## src/rtl/fpadd_operand_sequencer.sv

```systemverilog
// fpadd_operand_sequencer: front-panel controller for the FP adder.
// Collects two 32-bit operands a byte at a time from the switches.
// It then starts the adder, waits for its result under a watchdog, and shows
// the result byte by byte on the LEDs.
// Optional feature macro: FPSEQ_RESULT_CHAIN_EN. When it is defined, back in SHOW
// copies the result into op_a and resumes at LOAD_B (accumulate chain).
module fpadd_operand_sequencer #(
  parameter int unsigned TIMEOUT_CYCLES = 255
) (
  input  logic        clk,
  input  logic        rst,
  input  logic        btn_enter,
  input  logic        btn_back,
  input  logic [7:0]  sw,
  output logic [31:0] op_a,
  output logic [31:0] op_b,
  output logic        add_start,
  input  logic        add_done,
  input  logic [31:0] add_result,
  output logic [7:0]  led,
  output logic        busy,
  output logic        err
);

  localparam int unsigned CNT_W  = $clog2(TIMEOUT_CYCLES + 1);
  localparam int unsigned WORD_W = 32;
  localparam int unsigned IDX_W  = 2;

  typedef enum logic [2:0] {
    S_LOAD_A = 3'd0,
    S_LOAD_B = 3'd1,
    S_START  = 3'd2,
    S_WAIT   = 3'd3,
    S_SHOW   = 3'd4,
    S_ERR    = 3'd5
  } state_t;

  state_t             state_q;
  logic [IDX_W-1:0]   idx_q;
  logic [WORD_W-1:0]  op_a_q;
  logic [WORD_W-1:0]  op_b_q;
  logic [WORD_W-1:0]  result_q;
  logic [CNT_W-1:0]   cnt_q;
  logic [CNT_W-1:0]   cnt_d;
  logic               enter;
  logic               back;
  logic [3:0]         idx_oh;

  // Both buttons in the same cycle cancel each other out.
  assign enter = btn_enter & ~btn_back;
  assign back  = btn_back & ~btn_enter;
  assign cnt_d = cnt_q + CNT_W'(1);

  // Sequencer state, byte index, operand/result registers and watchdog.
  always_ff @(posedge clk) begin
    if (rst) begin
      state_q  <= S_LOAD_A;
      idx_q    <= 2'd3;
      op_a_q   <= '0;
      op_b_q   <= '0;
      result_q <= '0;
      cnt_q    <= '0;
    end else begin
      case (state_q)
        S_LOAD_A: begin
          if (enter) begin
            op_a_q[{idx_q, 3'b000} +: 8] <= sw;
            if (idx_q == 2'd0) begin
              state_q <= S_LOAD_B;
              idx_q   <= 2'd3;
            end else begin
              idx_q <= idx_q - 2'd1;
            end
          end else if (back && (idx_q != 2'd3)) begin
            idx_q <= idx_q + 2'd1;
          end
        end
        S_LOAD_B: begin
          if (enter) begin
            op_b_q[{idx_q, 3'b000} +: 8] <= sw;
            if (idx_q == 2'd0) begin
              state_q <= S_START;
            end else begin
              idx_q <= idx_q - 2'd1;
            end
          end else if (back) begin
            if (idx_q != 2'd3) begin
              idx_q <= idx_q + 2'd1;
            end else begin
              state_q <= S_LOAD_A;
              idx_q   <= 2'd0;
            end
          end
        end
        S_START: begin
          cnt_q   <= '0;
          state_q <= S_WAIT;
        end
        S_WAIT: begin
          // A done arriving on the timeout cycle takes priority over the fault.
          if (add_done) begin
            result_q <= add_result;
            state_q  <= S_SHOW;
            idx_q    <= 2'd3;
          end else begin
            cnt_q <= cnt_d;
            if (cnt_d == CNT_W'(TIMEOUT_CYCLES)) begin
              state_q <= S_ERR;
            end
          end
        end
        S_SHOW: begin
          if (enter) begin
            idx_q <= idx_q - 2'd1;
          end else if (back) begin
`ifdef FPSEQ_RESULT_CHAIN_EN
            op_a_q  <= result_q;
            state_q <= S_LOAD_B;
`else
            state_q <= S_LOAD_A;
`endif
            idx_q <= 2'd3;
          end
        end
        S_ERR: begin
          if (enter || back) begin
            state_q <= S_LOAD_A;
            idx_q   <= 2'd3;
          end
        end
        default: begin
          state_q <= S_LOAD_A;
          idx_q   <= 2'd3;
        end
      endcase
    end
  end

  // Panel outputs decoded purely from registered state.
  always_comb begin
    idx_oh    = 4'b0001 << idx_q;
    led       = 8'h00;
    add_start = 1'b0;
    busy      = 1'b0;
    err       = 1'b0;
    case (state_q)
      S_LOAD_A: led = {4'h1, idx_oh};
      S_LOAD_B: led = {4'h2, idx_oh};
      S_START: begin
        led       = 8'h40;
        add_start = 1'b1;
      end
      S_WAIT: begin
        led  = 8'h40;
        busy = 1'b1;
      end
      S_SHOW:  led = result_q[{idx_q, 3'b000} +: 8];
      S_ERR: begin
        led = 8'hEE;
        err = 1'b1;
      end
      default: led = 8'h00;
    endcase
  end

  assign op_a = op_a_q;
  assign op_b = op_b_q;

endmodule

```

## config.mk

```make
export PLATFORM = sky130hd
export DESIGN_NAME = fpadd_operand_sequencer
export DESIGN_NICKNAME = d
export VERILOG_FILES = /design/src/rtl/fpadd_operand_sequencer.sv
export SDC_FILE = /design/constraint.sdc
export NUM_CORES = 1
export LEC_CHECK = 0
export ABC_AREA = 1
export CAP_MARGIN = 30
export CORE_MARGIN = 1.5
export CORE_UTILIZATION = 52
export CTS_BUF_LIST = sky130_fd_sc_hd__clkbuf_2 sky130_fd_sc_hd__clkbuf_4 sky130_fd_sc_hd__clkbuf_8
export DETAILED_ROUTE_END_ITERATION = 8
export HOLD_SLACK_MARGIN = 0.03
export PLACE_DENSITY = 0.93
export SLEW_MARGIN = 20
export SYNTH_ARGS = -nofsm -noshare
export SYNTH_HDL_FRONTEND = slang
export SYNTH_SLANG_ARGS = --single-unit
```

## constraint.sdc

```tcl
create_clock -name clk -period 2.5 [get_ports clk]
set_clock_uncertainty 0.2 [all_clocks]
set_input_delay 0.5 -clock clk [delete_from_list [all_inputs] [get_ports clk]]
set_output_delay 0.5 -clock clk [all_outputs]
set_load 0.05 [all_outputs]
```

==> metrics <==
Top-Level Pins 120; Synth warnings 0; final wirelength 14.9 mm; number of synthesized flops with an enable pin 0; synth top area cells dfxtp_1 43%, a21oi_1 13%, nand2_1 11%, nand3_1 7.1%, inv_1 4.0%; Synth Cell Area 5030 sq um; sequential area share after synthesis 0.433; Slew headroom 0.426; CTS H-Tree Depth 3; Top FF cell, synth dfxtp_1; final hold slack 0.268 ns; Worst EP required 1.80 ns; Post-Syn Nets 756; CTS tree built; Final Max Slew Viols 0; fraction of layout cells with a size suffix above 1 0.103; ANT nets after route 0; most frequent cell after synthesis nand2_1; DRT iter0 DRCs 611; Root Buffer clkbuf_8; Worst-path clk slew 0.11 ns; Crit path arrival time 1.78 ns; Hold Crit Class reg -> reg; CTS Buffer Depth 2; Pre-antenna DRT Iters 8; Row Count 35; initial antenna violation count 0; maxcap violations 0; worst skew pair latency 0.37 ns; flop2flop setup slack 0.16 ns; setup ws final 0.0239 ns; global route overflow 0; Total Routing Usage GR 0.288; diodes inserted 0; Hold Vio Cnt, Final 0; final instance area 6700 sq um; Crit Path Category reg -> out; Avg Inst Size Synth 7.18 sq um; Gate Count Post-Synth 701; number of buffers created by CTS 9; # DRC 0; Seq cells post-synth 109; fin crit share 0.990; Die Span Y 101 um; post-synth top area share 0.433; routed via count 5,388; # clock sinks 109; pre-CTS setup slack -0.00295 ns; maximum fanout along the worst path 5; routed length per instance 15.8 um; port bufs 119; first-pass GRT wire length 23.6 mm; Die ar. 10,300 sq um; placed insts 927; Layout Cells excl Fill 945; leading area contributor after synthesis dfxtp_1; startpoint types flip-flop; Final HPWL DP 10.6 mm; Placed Area 6430 sq um; Power Density 730 nW/um^2; gpl congestion 0.957; asr flop ratio synth 0; starting density of the core 0.540; fill cell total of the finished layout 713; core area 9330 sq um; element type at the critical path end output port; Fin Setup TNS 0 ns; Die Wd 101 um; synthesis-to-layout area growth 33.2%; # nets final 866; RSZ-0062 raised after global routing true; synth cell count leaders 149 x nand2_1, 130 x a21oi_1, 109 x dfxtp_1; Slew @ Worst Pin 0.861 ns; drt via density 5.70; vias in the first global route 4,995; Final Util 0.719; fin crit period 2.48 ns; largest net degree at the start of global routing 87; VDD IR max 0.000423 V; # setup viols final 0; status finished, final reports clean; Fmax 404 MHz; total power 4.90 mW; Pleak 2.45 nW; post-synth cell types 32
## final timing paths
path / startpoint / end / cells after the start
max reg2reg: idx_q[1] / op_b[19] / 8
max: state_q[1] / led[0] / 7
min reg2reg: result_q[8] / result_q[8] / 2
min: result_q[8] / result_q[8] / 2
## per-layer routing
layer / track usage / wire (um)
met5: 0 / 0
met4: 0.128 / 493
met3: 0.0297 / 988
met2: 0.477 / 7190
met1: 0.381 / 6240
## final cells by class
cell class	count	area (sq um)	area share
Inverter	62	241	0.0360
Clock buffer	10	138	0.0205
Clock inverter	6	56.3	0.00840
Sequential cell	109	2190	0.326
Multi-Input combinational cell	492	2450	0.366
Tap cell	129	161	0.0241
Timing Repair Buffer	137	1470	0.219
## critical path, stage by stage (launching register included)
cell	delay, ns
dfxtp_1	0.37
inv_2	0.14
nand2_2	0.13
nor2_4	0.14
inv_1	0.10
a21oi_1	0.16
a21o_1	0.16
buf_4	0.21
## power by group
part | internal, mW | switching, mW | total (mW)
registers | 1.79 | 0.0511 | 1.85
logic | 0.678 | 1.32 | 2.00
clock network | 0.408 | 0.646 | 1.05
total | 2.88 | 2.01 | 4.90
## state kept, by name, summed over array words and instances, names as in the netlist
signal	cells
op_a	32
op_b	32
result_q	32
cnt_q	8
state_q	3
idx_q	2
## repair_timing
action / CTS / global route
setup buffers: 0 / 1
endpoints found under the setup margin: 6 / 6
gates cloned: 0 / 1
pin swaps: 0 / 2
resized for setup: 8 / 11
hold buffers: 0 / 0
## placed cells by master (no fill, tap or decap), types with 3 or more instances in the layout
cell	Yosys	final
inv_4	1	3
clkbuf_8	0	10
nor3_1	8	8
a21oi_1	130	129
nand4_1	9	9
nor2_1	45	43
ha_1	10	9
nor2_4	4	5
buf_4	5	14
clkdlybuf4s50_1	0	107
buf_12	0	11
nand3_1	71	71
inv_1	53	52
dfxtp_1	109	106
nand2_4	3	3
nand2_2	4	5
inv_2	7	6
o21ai_0	39	38
nor2_2	3	4
o21ai_1	2	3
nand2_1	149	148
## kinds of logic after synthesis
| kind of cell | count (synthesis) | share of synthesized area |
|---|---|---|
| AO/OA/AOI/OAI | 181 | 0.184 |
| AND/OR/NAND/NOR | 301 | 0.271 |
| buffers and inverters | 100 | 0.0870 |
| adder cells (fa/ha/maj) | 10 | 0.0249 |
| flip-flops | 109 | 0.433 |
Power figures use the tool's default switching activity.
==> RTL edit 1, RTL diff (same flow settings) <==
Add a define of `FPSEQ_RESULT_CHAIN_EN`.
--- a/src/rtl/fpadd_operand_sequencer.sv
+++ b/src/rtl/fpadd_operand_sequencer.sv
@@ -5,4 +5,6 @@
 // Optional feature macro: FPSEQ_RESULT_CHAIN_EN. When it is defined, back in SHOW
 // copies the result into op_a and resumes at LOAD_B (accumulate chain).
+`define FPSEQ_RESULT_CHAIN_EN
+
 module fpadd_operand_sequencer #(
   parameter int unsigned TIMEOUT_CYCLES = 255
Behaviour: no difference found for any inputs over 4 cycles, from zero or initial values and one cycle with rst high; that may be too few to reach the edited logic, so the function may still have changed.
==> RTL edit 1 against the original RTL <==
  * Final area up 5.5%
  * Critical path depth shrank 2
  * Sequential cell count unchanged
  * Total power rose by 9.7%
  * Area after synthesis increased by 3.2%
  * First-iteration DRC count is 15% lower
  * Worst setup slack worse by 0.0052 ns
  * Core utilization grew 0.85 points
  * Wire length grew 6.4%
  * Cell count grew 3.9%
  * Critical endpoint is now led[1]
==> RTL edit 1: results (changes against the original RTL) <==
Finish:
- The buffering overhead was 23.3% (was 21.9%).
- The count of flip-flops and latches is 109 (unchanged).
- The area of the multi-input gates came to 2630 sq um (was 2450 sq um).
- The final non-filler cell total came to 982 (was 945).
- The post-layout net count is 897 (was 866).
- The sequential share of cell area is 30.9% (was 32.6%).
- The number of multi-input combinational cells in the layout is 505 (was 492).

Routing:
- The routed length on met3 came to 1.17 mm (was 988 um).
- The met1 wire length is 6.58 mm (was 6.24 mm).
- The total routed wirelength was 15.9 mm (was 14.9 mm).
- The violation count after the first detailed-route iteration is 522 (was 611).

Worst setup path:
- The capture point of the worst path was led[1] (was led[0]).
- The worst-case reg-to-reg path depth was 9 (was 8).
- The reg2reg setup slack is 0.30 ns (was 0.16 ns).

Power and ir drop:
- The overall power is 5.37 mW (was 4.90 mW).
- The highest ir drop seen on vdd is 350 uV (was 423 uV).
- The proportion of power drawn by flip-flops and latches is 36.3% (was 37.7%).
- The total internal power is 3.14 mW (was 2.88 mW).

Placed design:
- The instance area at placement was 6760 sq um (was 6430 sq um).
- The placed instance count came to 963 (was 927).
- The final weighted congestion in routability-driven placement is 1.01 (was 0.957).

STA:
- The pin slew with the least headroom to its limit is 0.515 ns (was 0.861 ns).

Global route:
- The met2 layer usage reported by global route is 48.3% (was 47.7%).
- The pin count of the biggest net entering global routing is 61 (was 87).
- The global-route wire length before repair is 24.4 mm (was 23.6 mm).
- The met1 track utilization from global routing is 39.2% (was 38.1%).

Yosys:
- The post-synthesis cell type count is 36 (was 32).
- The sequential share of the synthesized area is 42.0% (was 43.3%).
- Post-synth top cells: 150 x a21oi_1, 109 x dfxtp_1, 97 x nand2_1, 82 x o21ai_0, 60 x inv_1 (was 149 x nand2_1, 130 x a21oi_1, 109 x dfxtp_1, 71 x nand3_1, 53 x inv_1).

Worst hold path:
- The beginning of the worst hold path is op_b[1]$_SDFFE_PP0P_ (was result_q[8]$_SDFFE_PP0P_).

Status:
- Outcome: complete, no violations (unchanged).

Floorplan:
- The overall die area is 10600 sq um (was 10300 sq um).
==> RTL edit 1: what timing repair did <==
item	CTS	global route
resized for setup	17	15
setup endpoints to repair	6	8
pin swaps	2	2
setup buffers	1	1
cloned	1	0
==> RTL edit 1: logic make-up (layout without fill, tap and decap cells) <==
| kind of cell | Yosys count | count (layout) | synth area share [%] |
|---|---|---|---|
| compound gates | 250 | 250 | 25.0 |
| fa+ha+maj | 8 | 8 | 1.93 |
| buf+inv | 110 | 235 | 8.88 |
| flops | 109 | 109 | 42.0 |
| mux | 7 | 7 | 1.35 |
| simple gates | 240 | 240 | 20.9 |
==> RTL edit 1: metrics by stage <==
step	hold WS (ns)	setup TNS (ns)
after floorplan	0.236	0
after global placement	0.251	0
after detailed placement	0.253	-0.0115
after CTS	0.268	0
after global routing	0.296	-0.0909
final	0.268	0
==> RTL edit 2, RTL diff (same settings) <==
Without the edit above. Make the reset (`rst`) asynchronous in one clocked block.
--- a/src/rtl/fpadd_operand_sequencer.sv
+++ b/src/rtl/fpadd_operand_sequencer.sv
@@ -53,5 +53,5 @@
 
   // Sequencer state, byte index, operand/result registers and watchdog.
-  always_ff @(posedge clk) begin
+  always_ff @(posedge clk or posedge rst) begin
     if (rst) begin
       state_q  <= S_LOAD_A;
Formal check against the unedited RTL: differs if rst is asserted again (counterexample within 4 cycles, from zero or initial values and one cycle with rst high); with rst held inactive, the same outputs for 4 cycles.
==> RTL edit 2 against the original RTL <==
  * The run now ends with negative setup slack left
  * Synthesized cell count fell by 30%
  * Wire length fell by 6.5%
  * Worst setup slack got worse by 0.16 ns
  * First-iteration DRC count fell by 54%
  * Final area rose by 9.8%
  * Area after synthesis rose by 6.5%
  * Sequential cell count did not move
  * Sequential share of layout area rose by 4.5 points
  * Largest cell class is now registers
  * Highest routed layer unchanged
Power is not compared: it rests on default switching activity, and its combinational part moved more than twofold at a synthesized area within 25%.
==> RTL edit 2: results (changes against the original RTL) <==
Routing:
- The number of vias in the routed layout is 4251 (was 5388).
- The number of iterations in the first detailed-routing pass was 5 (was 8).
- The total routed wirelength is 13.9 mm (was 14.9 mm).

Placed design:
- The pre-CTS setup slack is 0.0790 ns (was -0.00295 ns).
- The final weighted congestion in routability-driven placement is 0.942 (was 0.957).
- The instance area at placement is 6900 sq um (was 6430 sq um).
- The placed instance count was 742 (was 927).

Worst setup path:
- The end of the worst register-to-register path is op_a[17]$_DFFE_PP0P_ (was op_b[19]$_SDFFE_PP0P_).
- The worst path arrival time is 1.94 ns (was 1.78 ns).
- The reg2reg setup slack was 0.10 ns (was 0.16 ns).
- The largest fanout on the critical path is 11 (was 5).
- The worst-case reg-to-reg path depth is 7 (was 8).
- The beginning of the worst register-to-register path is idx_q[0]$_DFFE_PP1P_ (was idx_q[1]$_SDFFE_PP1P_).
- The gate family responsible for the most delay along the worst path is flip-flops (was buffers and inverters).

Worst hold path:
- The number of cells on the worst hold path is 1 (was 2).
- The beginning of the worst hold path was op_b[4]$_DFFE_PP0P_ (was result_q[8]$_SDFFE_PP0P_).

Status:
- Outcome: finished with violations (was complete, no violations).
- The final reports fail on negative setup slack.

Finish:
- The post-layout net count came to 684 (was 866).
- The proportion of layout cells with a drive suffix above 1 is 29.1% (was 10.3%).
- The final non-filler cell total is 766 (was 945).
- The final-layout fill cell count came to 605 (was 713).
- The combined flip-flop and latch cell area is 2730 sq um (was 2190 sq um).

STA:
- The worst path setup slack after routing is -0.141 ns (was 0.0239 ns).
- The total negative slack for setup checks is -0.747 ns (was 0 ns).
- The pin slew with the least headroom to its limit is 0.571 ns (was 0.861 ns).
- The setup violation total in the final timing report came to 8 (was 0).
- The final worst hold slack was 0.306 ns (was 0.268 ns).

Yosys:
- Post-synth top cells: 107 x dfrtp_1, 74 x mux2_2, 55 x nor2_1, 49 x nand2_1, 40 x inv_1 (was 149 x nand2_1, 130 x a21oi_1, 109 x dfxtp_1, 71 x nand3_1, 53 x inv_1).
- The average instance area after synthesis is 11.0 sq um (was 7.18 sq um).
- Biggest area contributors in the synthesized netlist: dfrtp_1 50%, mux2_2 16%, nor2_1 3.9% (was dfxtp_1 43%, a21oi_1 13%, nand2_1 11%).
- The sequential share of the synthesized area is 50.9% (was 43.3%).
- The share of synthesized registers carrying an async set or reset is 100% (was 0%).

Global route:
- The number of global-route vias before repair is 4470 (was 4995).
- The global-route usage over all layers came to 25.8% (was 28.8%).
- The pin count of the biggest net entering global routing came to 110 (was 87).
- The global-route wire length before repair was 22.5 mm (was 23.6 mm).
## RTL edit 2: changes by cell type in the layout (fill, tap and decap cells not counted), sizes merged, moves of 8 or more
cell / before / now
nand4: 9 / 1
a21oi: 130 / 19
dfxtp: 109 / 0
nand2: 156 / 54
inv: 63 / 46
nand3: 71 / 26
dfrtp: 0 / 107
mux2: 0 / 87
nor2: 54 / 69
o21ai: 41 / 28
## RTL edit 2: where the power goes
group | leakage (nW) | total, mW | internal, mW | switching, mW
logic | 2.06 | 5.92 | 2.25 | 3.67
clock network | 0.110 | 1.16 | 0.511 | 0.647
registers | 1.44 | 2.94 | 2.46 | 0.480
total | 3.61 | 10.0 | 5.22 | 4.80
## RTL edit 2: routing by layer
metal / wire (um) / GRT usage (%)
met5: 0 / 0
met4: 414 / 9.52
met3: 708 / 4.68
met2: 7210 / 43.8
met1: 5610 / 33.1
## RTL edit 2: cell families after synthesis
logic type | synth area share (%)
AO/OA/AOI/OAI | 6.14
XOR/XNOR | 0.163
adder cells (fa/ha/maj) | 2.57
buffers and inverters | 4.81
flip-flops | 50.9
multiplexers | 19.0
AND/OR/NAND/NOR | 16.4
## RTL edit 2: worst max path at each step
stage	depth (start not counted)	endpoint	startpoint	slack [ns]
3_5_place_dp	10	idx_q[0]$_DFFE_PP1P_	btn_back	0.08
3_3_place_gp	10	idx_q[0]$_DFFE_PP1P_	btn_back	0.1
6_report	6	led[2]	idx_q[0]$_DFFE_PP1P_	-0.14
2_1_floorplan	6	led[2]	idx_q[0]$_DFFE_PP1P_	0.01
4_1_cts	6	led[2]	idx_q[0]$_DFFE_PP1P_	-0.09
5_1_grt	7	led[6]	idx_q[1]$_DFFE_PP1P_	-0.21
## RTL edit 2: final cells by class
cell class | instances | share of cell area [%]
Clock buffer | 10 | 1.87
Clock inverter | 6 | 1.10
Inverter | 48 | 2.63
Multi-Input combinational cell | 319 | 33.6
Sequential cell | 109 | 37.1
Tap cell | 133 | 2.26
Timing Repair Buffer | 141 | 21.4
## RTL edit 2: timing repair
action                     in CTS  in global routing
gates cloned                    1                  2
pin swaps                       6                 12
resized for setup              23                 17
setup buffers                   0                  5
setup endpoints to repair       8                  9
## RTL edit 2: worst register-to-register path, stage by stage, from the launching register on
cell	delay (ns)
dfstp_2	0.60
inv_4	0.07
bufbuf_16	0.28
ha_1	0.32
buf_4	0.18
nand2_1	0.19
nor3_1	0.30
mux2_2	0.22
